## src/rtl/smb_stream_ctrl_if.sv

```systemverilog
// Handshake bundle shared by the feature-map source, the SMB window buffer and the systolic-array stall.
// master: the stream controller side; slave: the surrounding datapath.
interface smb_stream_ctrl_if #(
  parameter int M = 8
);
  logic [M-1:0] s_data;
  logic         s_valid;
  logic         s_ready;
  logic [M-1:0] win_din;
  logic         win_valid;
  logic         win_repeat;
  logic         win_finish;
  logic         sa_stall;

  modport master (
    input  s_data, s_valid, win_finish, sa_stall,
    output s_ready, win_din, win_valid, win_repeat
  );

  modport slave (
    output s_data, s_valid, win_finish, sa_stall,
    input  s_ready, win_din, win_valid, win_repeat
  );
endinterface

```

## src/rtl/smb_stream_ctrl.sv

```systemverilog
// Streams one zero-padded (H+2)x(W+2) frame into the SMB window buffer, flushes it, then waits for fmap_finish.
// Optional stall performance counter is built only when SMB_CTRL_PERF_EN is defined.
module smb_stream_ctrl #(
  parameter int M         = 8,
  parameter int W_MAX     = 480,
  parameter int H_MAX     = 256,
  parameter int DRAIN_MAX = 64
) (
  input  logic              clk,
  input  logic              Rst,
  input  logic              start,
  input  logic [8:0]        cfg_width,
  input  logic [8:0]        cfg_height,
  smb_stream_ctrl_if.master bus,
  output logic [8:0]        row_idx,
  output logic [8:0]        col_idx,
  output logic              busy,
  output logic              done,
  output logic              err,
  output logic [31:0]       stall_cnt
);

  localparam logic [8:0]      W_MAX_V    = 9'(W_MAX);
  localparam logic [8:0]      H_MAX_V    = 9'(H_MAX);
  localparam int              DC_W       = $clog2(DRAIN_MAX + 1);
  localparam logic [DC_W-1:0] DRAIN_LAST = DC_W'(DRAIN_MAX - 1);
  localparam logic [DC_W-1:0] DRAIN_ONE  = DC_W'(1);

  typedef enum logic [2:0] {
    ST_IDLE    = 3'd0,
    ST_PAD_TOP = 3'd1,
    ST_ROW     = 3'd2,
    ST_PAD_BOT = 3'd3,
    ST_DRAIN   = 3'd4,
    ST_DONE    = 3'd5
  } state_t;

  state_t          state_r;
  logic [8:0]      w_last_r;
  logic [8:0]      h_r;
  logic [8:0]      row_r;
  logic [8:0]      col_r;
  logic [DC_W-1:0] drain_cnt_r;
  logic            win_valid_r;
  logic [M-1:0]    win_din_r;
  logic            busy_r;
  logic            done_r;
  logic            err_r;

  logic in_row_s;
  logic in_frame_s;
  logic last_col_s;
  logic pad_col_s;
  logic pixel_col_s;
  logic s_ready_s;
  logic win_repeat_s;
  logic cfg_ok_s;
  logic beat_s;

  // Position decode, beat qualification and config range check
  always_comb begin
    in_row_s     = (state_r == ST_ROW);
    in_frame_s   = (state_r == ST_PAD_TOP) || (state_r == ST_ROW) || (state_r == ST_PAD_BOT);
    last_col_s   = (col_r == w_last_r);
    pad_col_s    = (col_r == 9'd0) || last_col_s;
    pixel_col_s  = in_row_s && !pad_col_s;
    s_ready_s    = pixel_col_s && !bus.sa_stall;
    win_repeat_s = (state_r == ST_DRAIN) && !bus.sa_stall;
    cfg_ok_s     = (cfg_width != 9'd0) && (cfg_width <= W_MAX_V) &&
                   (cfg_height != 9'd0) && (cfg_height <= H_MAX_V);
    if (!in_frame_s || bus.sa_stall) begin
      beat_s = 1'b0;
    end else if (pixel_col_s) begin
      beat_s = bus.s_valid;
    end else begin
      beat_s = 1'b1;
    end
  end

  // Frame sequencer: walks padded rows/columns, drains the window pipe and reports completion
  always_ff @(posedge clk) begin
    if (Rst) begin
      state_r     <= ST_IDLE;
      w_last_r    <= 9'd0;
      h_r         <= 9'd0;
      row_r       <= 9'd0;
      col_r       <= 9'd0;
      drain_cnt_r <= '0;
      win_valid_r <= 1'b0;
      win_din_r   <= '0;
      busy_r      <= 1'b0;
      done_r      <= 1'b0;
      err_r       <= 1'b0;
    end else begin
      win_valid_r <= beat_s;
      win_din_r   <= (beat_s && pixel_col_s) ? bus.s_data : '0;
      done_r      <= 1'b0;
      err_r       <= 1'b0;
      case (state_r)
        ST_IDLE: begin
          if (start && cfg_ok_s) begin
            w_last_r    <= cfg_width + 9'd1;
            h_r         <= cfg_height;
            row_r       <= 9'd0;
            col_r       <= 9'd0;
            drain_cnt_r <= '0;
            busy_r      <= 1'b1;
            state_r     <= ST_PAD_TOP;
          end else if (start) begin
            err_r <= 1'b1;
          end
        end
        ST_PAD_TOP: begin
          if (beat_s && last_col_s) begin
            col_r   <= 9'd0;
            row_r   <= row_r + 9'd1;
            state_r <= ST_ROW;
          end else if (beat_s) begin
            col_r <= col_r + 9'd1;
          end
        end
        ST_ROW: begin
          if (beat_s && last_col_s) begin
            col_r <= 9'd0;
            row_r <= row_r + 9'd1;
            if (row_r == h_r) begin
              state_r <= ST_PAD_BOT;
            end
          end else if (beat_s) begin
            col_r <= col_r + 9'd1;
          end
        end
        ST_PAD_BOT: begin
          // Row index parks on H+1 while draining; only the column wraps
          if (beat_s && last_col_s) begin
            col_r       <= 9'd0;
            drain_cnt_r <= '0;
            state_r     <= ST_DRAIN;
          end else if (beat_s) begin
            col_r <= col_r + 9'd1;
          end
        end
        ST_DRAIN: begin
          if (!bus.sa_stall) begin
            if (bus.win_finish) begin
              done_r  <= 1'b1;
              row_r   <= 9'd0;
              col_r   <= 9'd0;
              state_r <= ST_DONE;
            end else if (drain_cnt_r == DRAIN_LAST) begin
              done_r  <= 1'b1;
              err_r   <= 1'b1;
              row_r   <= 9'd0;
              col_r   <= 9'd0;
              state_r <= ST_DONE;
            end else begin
              drain_cnt_r <= drain_cnt_r + DRAIN_ONE;
            end
          end
        end
        ST_DONE: begin
          busy_r  <= 1'b0;
          state_r <= ST_IDLE;
        end
        default: begin
          busy_r  <= 1'b0;
          row_r   <= 9'd0;
          col_r   <= 9'd0;
          state_r <= ST_IDLE;
        end
      endcase
    end
  end

  assign bus.s_ready    = s_ready_s;
  assign bus.win_repeat = win_repeat_s;
  assign bus.win_valid  = win_valid_r;
  assign bus.win_din    = win_din_r;
  assign row_idx        = row_r;
  assign col_idx        = col_r;
  assign busy           = busy_r;
  assign done           = done_r;
  assign err            = err_r;

`ifdef SMB_CTRL_PERF_EN
  logic [31:0] stall_cnt_r;
  logic        stall_evt_s;
  logic        start_acc_s;

  // Stall event: array backpressure, or a pixel column starved by the source
  always_comb begin
    stall_evt_s = busy_r && (bus.sa_stall || (pixel_col_s && !bus.s_valid));
    start_acc_s = (state_r == ST_IDLE) && start && cfg_ok_s;
  end

  // Saturating stall counter, cleared when a new frame is accepted
  always_ff @(posedge clk) begin
    if (Rst) begin
      stall_cnt_r <= 32'd0;
    end else if (start_acc_s) begin
      stall_cnt_r <= 32'd0;
    end else if (stall_evt_s && (stall_cnt_r != 32'hFFFF_FFFF)) begin
      stall_cnt_r <= stall_cnt_r + 32'd1;
    end
  end

  assign stall_cnt = stall_cnt_r;
`else
  assign stall_cnt = 32'd0;
`endif

endmodule
```

## src/flat_wrapper.sv

```systemverilog
// flat-port wrapper written by rule: the top's interface ports become plain ports
module smb_stream_ctrl_flat 
#(
  parameter int M         = 8,
  parameter int W_MAX     = 480,
  parameter int H_MAX     = 256,
  parameter int DRAIN_MAX = 64
)
  (clk, Rst, start, cfg_width, cfg_height, row_idx, col_idx, busy, done, err, stall_cnt, bus_s_data, bus_s_valid, bus_win_finish, bus_sa_stall, bus_s_ready, bus_win_din, bus_win_valid, bus_win_repeat);
  smb_stream_ctrl_if #(.M(M)) bus_i ();
  input  logic clk;
  input  logic Rst;
  input  logic start;
  input  logic [8:0] cfg_width;
  input  logic [8:0] cfg_height;
  output logic [8:0] row_idx;
  output logic [8:0] col_idx;
  output logic busy;
  output logic done;
  output logic err;
  output logic [31:0] stall_cnt;
  input wire logic [$bits(bus_i.s_data)-1:0] bus_s_data;
  input wire logic [$bits(bus_i.s_valid)-1:0] bus_s_valid;
  input wire logic [$bits(bus_i.win_finish)-1:0] bus_win_finish;
  input wire logic [$bits(bus_i.sa_stall)-1:0] bus_sa_stall;
  output wire logic [$bits(bus_i.s_ready)-1:0] bus_s_ready;
  output wire logic [$bits(bus_i.win_din)-1:0] bus_win_din;
  output wire logic [$bits(bus_i.win_valid)-1:0] bus_win_valid;
  output wire logic [$bits(bus_i.win_repeat)-1:0] bus_win_repeat;
  assign bus_i.s_data = bus_s_data;
  assign bus_i.s_valid = bus_s_valid;
  assign bus_i.win_finish = bus_win_finish;
  assign bus_i.sa_stall = bus_sa_stall;
  assign bus_s_ready = bus_i.s_ready;
  assign bus_win_din = bus_i.win_din;
  assign bus_win_valid = bus_i.win_valid;
  assign bus_win_repeat = bus_i.win_repeat;
  smb_stream_ctrl #(.M(M), .W_MAX(W_MAX), .H_MAX(H_MAX), .DRAIN_MAX(DRAIN_MAX)) u_core (.clk(clk), .Rst(Rst), .start(start), .cfg_width(cfg_width), .cfg_height(cfg_height), .bus(bus_i), .row_idx(row_idx), .col_idx(col_idx), .busy(busy), .done(done), .err(err), .stall_cnt(stall_cnt));
endmodule
```

## config.mk

```make
export PLATFORM = sky130hd
export DESIGN_NAME = smb_stream_ctrl_flat
export DESIGN_NICKNAME = d
export VERILOG_FILES = /design/src/rtl/smb_stream_ctrl_if.sv /design/src/rtl/smb_stream_ctrl.sv /design/src/flat_wrapper.sv
export SDC_FILE = /design/constraint.sdc
export NUM_CORES = 1
export LEC_CHECK = 0
export CAP_MARGIN = 20
export CELL_PAD_IN_SITES_DETAIL_PLACEMENT = 0
export CELL_PAD_IN_SITES_GLOBAL_PLACEMENT = 1
export CORE_MARGIN = 2
export CORE_UTILIZATION = 47
export CTS_BUF_LIST = sky130_fd_sc_hd__clkbuf_4 sky130_fd_sc_hd__clkbuf_8 sky130_fd_sc_hd__clkbuf_16
export DETAILED_ROUTE_END_ITERATION = 10
export DONT_BUFFER_PORTS = 1
export PLACE_DENSITY_LB_ADDON = 0.1
export SETUP_SLACK_MARGIN = 0.02
export SYNTH_ARGS = -nofsm -noshare
export SYNTH_HDL_FRONTEND = slang
export SYNTH_SLANG_ARGS = --single-unit
```

## constraint.sdc

```tcl
create_clock -name clk -period 2.6 [get_ports clk]
set_input_delay 0.39 -clock clk [delete_from_list [all_inputs] [get_ports clk]]
set_output_delay 0.39 -clock clk [all_outputs]
set_load 0.01 [all_outputs]
```

==> impl_metrics.yaml, run 1 <==
cts:
  clock_latency_ns: 0.34
  post_cts_resized: 0
  path_clk_slew_ns: 0.07
  post_cts_buffers: 0
  cts_max_level: 3
  hold_buffers: 0
  cts-buffers-inserted: 9
  root_buffer: "clkbuf_8"
  cts_max_path_buffers: 2
  cts_sinks: 58
  cts_tree: "built"
power:
  peakVddDrop_v: 0.000319
  power.density_mw_per_mm2: 593
  netSwitchingPower_uw: 534
  power_frac_comb_pct: 11.5
  p_leak_nw: 1.32
  swShare_pct: 25.2
  pwr-share-clk_pct: 44.1
  internal-power_mw: 1.58
  seq_power_share_pct: 44.4
sta:
  drv_slew: 0
  max_freq_ghz: 0.434
  period_share_pct: 88.7
  max_slew_margin_pct: 44.8
  hold_violations: 0
  rsz0062_at_grt: "no"
  clock_skew_ns: 0.00813
  finalSetupTns_ns: 0
  holdWs_ns: 0.115
  worst_pin_slew_ns: 0.828
  period_needed_ns: 2.31
  setup_violations: 0
routing:
  wl_per_cell_microns: 15.4
  viasPerCell: 5.41
  via_count: 2667
  drt-initial-drc-count: 152
  drt-pass1-iter-count: 4
  drc_errors: 0
  ant_nets: 0
  totalWireLength_mm: 7.60
die:
  io_pins: 96
  coreArea_sq_mm: 0.00683
  start_util_pct: 48.7
  die_area_sq_mm: 0.00776
  die_w_microns: 88.1
  rows: 30
  die_h_microns: 88.1
worst_hold_path:
  min_path_type: "input port to flip-flop"
synthesis:
  synth_async_sr_flop_share_pct: 0
  synth.area.mux_share_pct: 5.23
  syn_avg_cell_area_sq_um: 8.70
  synth_compound_area_share_pct: 16.3
  synth-xor-area-share_pct: 6.85
  yosysSeqAreaShare_pct: 34.9
  synth-simple-area-share_pct: 22.2
  synth_top_family_by_area: "simple AND/OR/NAND/NOR gates"
  synthFlopType: "dfxtp_1"
  synth_edf_count: 0
  yosys_warnings: 0
  ys_seq_elements: 58
  synthAdderAreaFrac_pct: 2.26
  postSynthCellCount: 382
  ys_types: 57
  syn_area_sq_mm: 0.00332
worst_setup_path:
  reg2reg_depth: 7
  cp.arrival_ns: 2.56
  critPathCapture: "u_core.col_idx[7]$_SDFFE_PP0P_"
  crit_path_top_delay_cell: "o31ai_1"
  crit_start: "u_core.drain_cnt_r[0]$_SDFFE_PP0P_"
  ff2ff_setup_slack_ns: 0.29
  r2r_start: "u_core.drain_cnt_r[0]$_SDFFE_PP0P_"
  worst-setup-path-type: "flip-flop to flip-flop"
  critPathMaxStageDelay_ns: 0.45
  required_ns: 2.86
  cp-start-kind: "flip-flop"
  crit_chain: "ha_1 -> nand3_1 -> o31ai_1 -> a22o_1 -> a21o_1 -> o21ai_1 -> o211ai_1"
  cp-end-kind: "flip-flop"
  worst-path-max-fanout: 8
  rr_endpoint: "u_core.col_idx[7]$_SDFFE_PP0P_"
global_routing:
  grt_max_degree: 42
  track_usage_pct: 20.6
  antenna_found_initial: 0
  grt_pass1_vias: 2438
  overflow: 0
  grt_first_pass_wirelength_mm: 12.1
layout:
  area_growth_pct: 7.53
  fillers: 672
  final_cell_mix: "dfxtp_1, conb_1, nor2_1, nand2_1, nand3_1"
  final_core_util_pct: 52.3
  multi_input_area_sq_mm: 0.00188
  seq_area_sq_mm: 0.00116
  diodes: 0
  drive_gt1_share_pct: 13.1
  finalNetCount: 430
  final_common_cell: "dfxtp_1"
run:
  max_cap_violations: 0
outcome:
  status: "completed"
placement:
  dpl.hpwl_mm: 5.64
  io_buffer_count: 0
  gp_congestion: 0.887
cell usage after synthesis, types with 4 or more instances:
| cell | n | area share [%] |
|---|---|---|
| a211oi_1 | 4 | 0.90 |
| a211oi_2 | 9 | 3.4 |
| a21oi_1 | 17 | 2.6 |
| a31oi_1 | 5 | 0.94 |
| and2_1 | 10 | 1.9 |
| and3_1 | 4 | 0.75 |
| buf_4 | 33 | 7.5 |
| clkbuf_1 | 9 | 1.0 |
| dfxtp_1 | 58 | 35 |
| ha_1 | 6 | 2.3 |
| inv_1 | 16 | 1.8 |
| mux2i_1 | 16 | 4.8 |
| nand2_1 | 22 | 2.5 |
| nand2b_1 | 11 | 2.1 |
| nand3_1 | 20 | 3.0 |
| nand4_1 | 8 | 1.5 |
| nor2_1 | 30 | 3.4 |
| nor3_1 | 10 | 1.5 |
| nor4_1 | 7 | 1.3 |
| o211ai_1 | 6 | 1.4 |
| o21ai_0 | 5 | 0.75 |
| o22ai_1 | 5 | 0.94 |
| xnor2_1 | 13 | 3.4 |
| xor2_1 | 13 | 3.4 |
power groups by stage:
| stage | clock network (mW) | registers (mW) | logic [mW] |
|---|---|---|---|
| 2_1_floorplan | 0 | 0.951 | 0.247 |
| 3_3_place_gp | 0 | 0.961 | 0.240 |
| 3_5_place_dp | 0 | 0.962 | 0.242 |
| 4_1_cts | 0.954 | 0.942 | 0.244 |
| 5_1_grt | 0.991 | 0.944 | 0.273 |
| 6_report | 0.935 | 0.941 | 0.243 |
worst min-delay path by stage:
stage	startpoint	to	slack, ns	cells after the start
global placement	u_core.drain_cnt_r[6]$_SDFFE_PP0P_	u_core.drain_cnt_r[6]$_SDFFE_PP0P_	0.45	2
finish	Rst	u_core.row_idx[1]$_SDFFE_PP0P_	0.12	1
detailed placement	u_core.drain_cnt_r[6]$_SDFFE_PP0P_	u_core.drain_cnt_r[6]$_SDFFE_PP0P_	0.45	2
floorplan	u_core.drain_cnt_r[6]$_SDFFE_PP0P_	u_core.drain_cnt_r[6]$_SDFFE_PP0P_	0.43	2
CTS	Rst	u_core.row_idx[1]$_SDFFE_PP0P_	0.1	1
global route	Rst	u_core.row_idx[1]$_SDFFE_PP0P_	0.10	1
registers in the layout, summed over array words and instances (netlist names):
register and flops:
u_core.col_idx 9, u_core.h_r 9, u_core.row_idx 9, u_core.w_last_r 9
u_core.bus.win_din 8, u_core.drain_cnt_r 7, u_core.state_r 3, u_core.bus.win_valid 1
u_core.busy 1, u_core.done 1, u_core.err 1
layout make-up:
cell class                 count  area share, %
tap                           96           3.36
inverter                      17           1.79
clock buffer                  11           4.06
timing repair buffer          15           3.50
sequential                    58           32.5
multi-input combinational    291           52.6
clock inverter                 5           2.17
worst max-delay path, delay by kind of cell (launching register included):
| family | cells | cell delay, ns |
|---|---|---|
| AO/OA/AOI/OAI | 5 | 1.49 |
| flip-flops | 1 | 0.36 |
| adder cells (fa/ha/maj) | 1 | 0.20 |
| AND/OR/NAND/NOR | 1 | 0.18 |
stage by stage:
| stage | total power [mW] | instance area (sq um) | instances | setup WS, ns |
|---|---|---|---|---|
| 2_1_floorplan | 1.20 | 3440 | 413 | 0.541 |
| 3_3_place_gp | 1.20 | 3350 | 477 | 0.182 |
| 3_5_place_dp | 1.20 | 3350 | 477 | 0.168 |
| 4_1_cts | 2.14 | 3570 | 493 | 0.224 |
| 5_1_grt | 2.21 | 3570 | 493 | 0.0456 |
| 6_report | 2.12 | 3570 | 493 | 0.294 |
cell families after synthesis:
logic type / count (synthesis)
and+or+nand+nor: 137
AOI/OAI and AO/OA: 73
buffers and inverters: 64
DFF: 58
xor gates and xnor gates: 26
muxes: 17
adders and majority gates: 6
other: 1
layer usage:
| layer | share of wire [%] | vias to the layer above | GRT usage, % |
|---|---|---|---|
| li1 | - | 1316 | - |
| met1 | 44 | 1255 | 26.3 |
| met2 | 48 | 86 | 32.9 |
| met3 | 7.3 | 10 | 6.97 |
| met4 | 1.0 | 0 | 6.47 |
| met5 | 0 | - | 0 |
No activity file was read; power rests on OpenSTA's default activity.
==> inputs of run 2 (changes only) <==
==> constraint.sdc (replaced) <==
create_clock -name clk -period 2.6 [get_ports clk]
set_input_delay 0 -clock clk [delete_from_list [all_inputs] [get_ports clk]]
set_output_delay 0 -clock clk [all_outputs]
set_load 0.01 [all_outputs]
==> impl_metrics.yaml, run 2 (synthesis gave the netlist of run 1 again) <==
worst_setup_path:
  required_ns: 2.90
  cp_top_family: "buffers and inverters"
  worst-setup-path-type: "flip-flop to flip-flop"
  worst-path-max-fanout: 26
  crit_chain: "nor2_2 -> buf_4 -> and2_1 -> buf_6 -> nor2_2 -> a211oi_2 -> dlygate4sd3_1"
  crit_path_top_delay_cell: "dlygate4sd3_1"
  cp_common_cell: "nor2_2"
  critPathMaxStageDelay_ns: 0.56
  cp-start-kind: "flip-flop"
  cp-end-kind: "flip-flop"
  cp.arrival_ns: 2.68
  path_buf_inv: 3
die:
  die_h_microns: 88.1
  io_pins: 96
  die_area_sq_mm: 0.00776
  coreArea_sq_mm: 0.00683
  die_w_microns: 88.1
  start_util_pct: 48.7
  rows: 30
global_routing:
  use_met2_pct: 35.5
  grt.busiest_layer: "met2"
  overflow: 0
  antenna_found_initial: 0
  grt_first_pass_wirelength_mm: 12.9
  grt_use_met1_pct: 27.0
  grt_max_degree: 40
  grt_util_met3_pct: 7.82
  track_usage_pct: 21.8
  grt_pass1_vias: 2574
worst_hold_path:
  min_path_type: "input port to flip-flop"
layout:
  fillers: 662
  stdcell_area_sq_mm: 0.00386
  drive_gt1_share_pct: 11.8
  finalNetCount: 458
  final_common_cell: "dfxtp_1"
  final_cell_mix: "dfxtp_1, conb_1, nor2_1, dlygate4sd3_1, nand2_1"
  diodes: 0
  final_core_util_pct: 56.4
  area_growth_pct: 16.0
cts:
  cts_max_level: 3
  cts_sinks: 58
  root_buffer: "clkbuf_8"
  clock_latency_ns: 0.35
  cts_max_path_buffers: 2
  cts-buffers-inserted: 9
  cts_tree: "built"
  path_clk_slew_ns: 0.08
sta:
  max_slew_margin_pct: 48.2
  period_share_pct: 91.5
  period_needed_ns: 2.38
  holdWs_ns: 0.0104
  hold_violations: 0
  max_freq_ghz: 0.420
  finalSetupTns_ns: 0
  setup_violations: 0
  drv_slew: 0
  clock_skew_ns: 0.0125
  rsz0062_at_grt: "yes"
  layout_setup_ws_ns: 0.221
  worst_pin_slew_ns: 0.776
outcome:
  status: "completed"
power:
  power.density_mw_per_mm2: 567
  peakVddDrop_v: 0.000272
  p_leak_nw: 1.43
placement:
  dpl-instance-area_sq_mm: 0.00331
  io_buffer_count: 0
  dp_slack_ns: 0.296
  dpl.hpwl_mm: 5.64
  gp_congestion: 0.854
routing:
  ant_nets: 0
  wl_per_cell_microns: 15.6
  viasPerCell: 5.33
  drt-initial-drc-count: 164
  totalWireLength_mm: 8.14
  via_count: 2778
  drc_errors: 0
  drt-pass1-iter-count: 4
run:
  max_cap_violations: 0
==> run 2: changes by cell type in the layout (fill, tap and decap cells not counted) <==
cell           change
nor3_1             +1
buf_6              +1
dlygate4sd3_1     +29
buf_4              -2
nor3_2             -1
==> run 2: cell type report <==
cell class / instances / area [sq um] / area share (%)
multi-input combinational: 291 / 1880 / 48.7
sequential: 58 / 1160 / 30.1
timing repair buffer: 43 / 412 / 10.7
clock buffer: 11 / 145 / 3.76
tap: 96 / 120 / 3.11
clock inverter: 5 / 77.6 / 2.01
inverter: 17 / 63.8 / 1.65
==> run 2: what timing repair did <==
action,CTS,global route
buffers inserted,0,1
hold buffers,30,0
endpoints found under the setup margin,0,1
hold endpoints to repair,53,0
resized for setup,0,1
==> run 2: final timing paths <==
check | start | end | slack, ns | depth (start not counted)
max reg2reg | u_core.state_r[0]$_SDFFE_PP0P_ | u_core.w_last_r[7]$_SDFFE_PP0P_ | 0.22 | 7
min reg2reg | u_core.drain_cnt_r[6]$_SDFFE_PP0P_ | u_core.drain_cnt_r[6]$_SDFFE_PP0P_ | 0.48 | 2
max | u_core.state_r[0]$_SDFFE_PP0P_ | u_core.w_last_r[7]$_SDFFE_PP0P_ | 0.22 | 7
min | cfg_width[7] | u_core.w_last_r[8]$_SDFFE_PP0P_ | 0.01 | 3
==> run 2: worst reg2reg max path: stages, from the launching register on <==
cell and delay (ns):
dfxtp_1 0.39, nor2_2 0.49, buf_4 0.24, and2_1 0.14, buf_6 0.26, nor2_2 0.07, a211oi_2 0.17, dlygate4sd3_1 0.56
==> run 2: where the power goes <==
part	total, mW	switching, mW	internal (mW)
registers	0.942	0.0276	0.914
clock network	0.954	0.381	0.573
logic	0.290	0.164	0.126
==> run 2: routing by layer <==
layer / part of all wire (%) / wire length, microns
met1: 43 / 3510
met2: 48 / 3900
met3: 8.0 / 649
met4: 0.96 / 78
met5: 0 / 0
==> run 2: stage by stage <==
step           power, mW  instances
2_1_floorplan       1.20        413
3_3_place_gp        1.19        474
3_5_place_dp        1.20        474
4_1_cts             2.20        520
5_1_grt             2.28        521
6_report            2.19        521
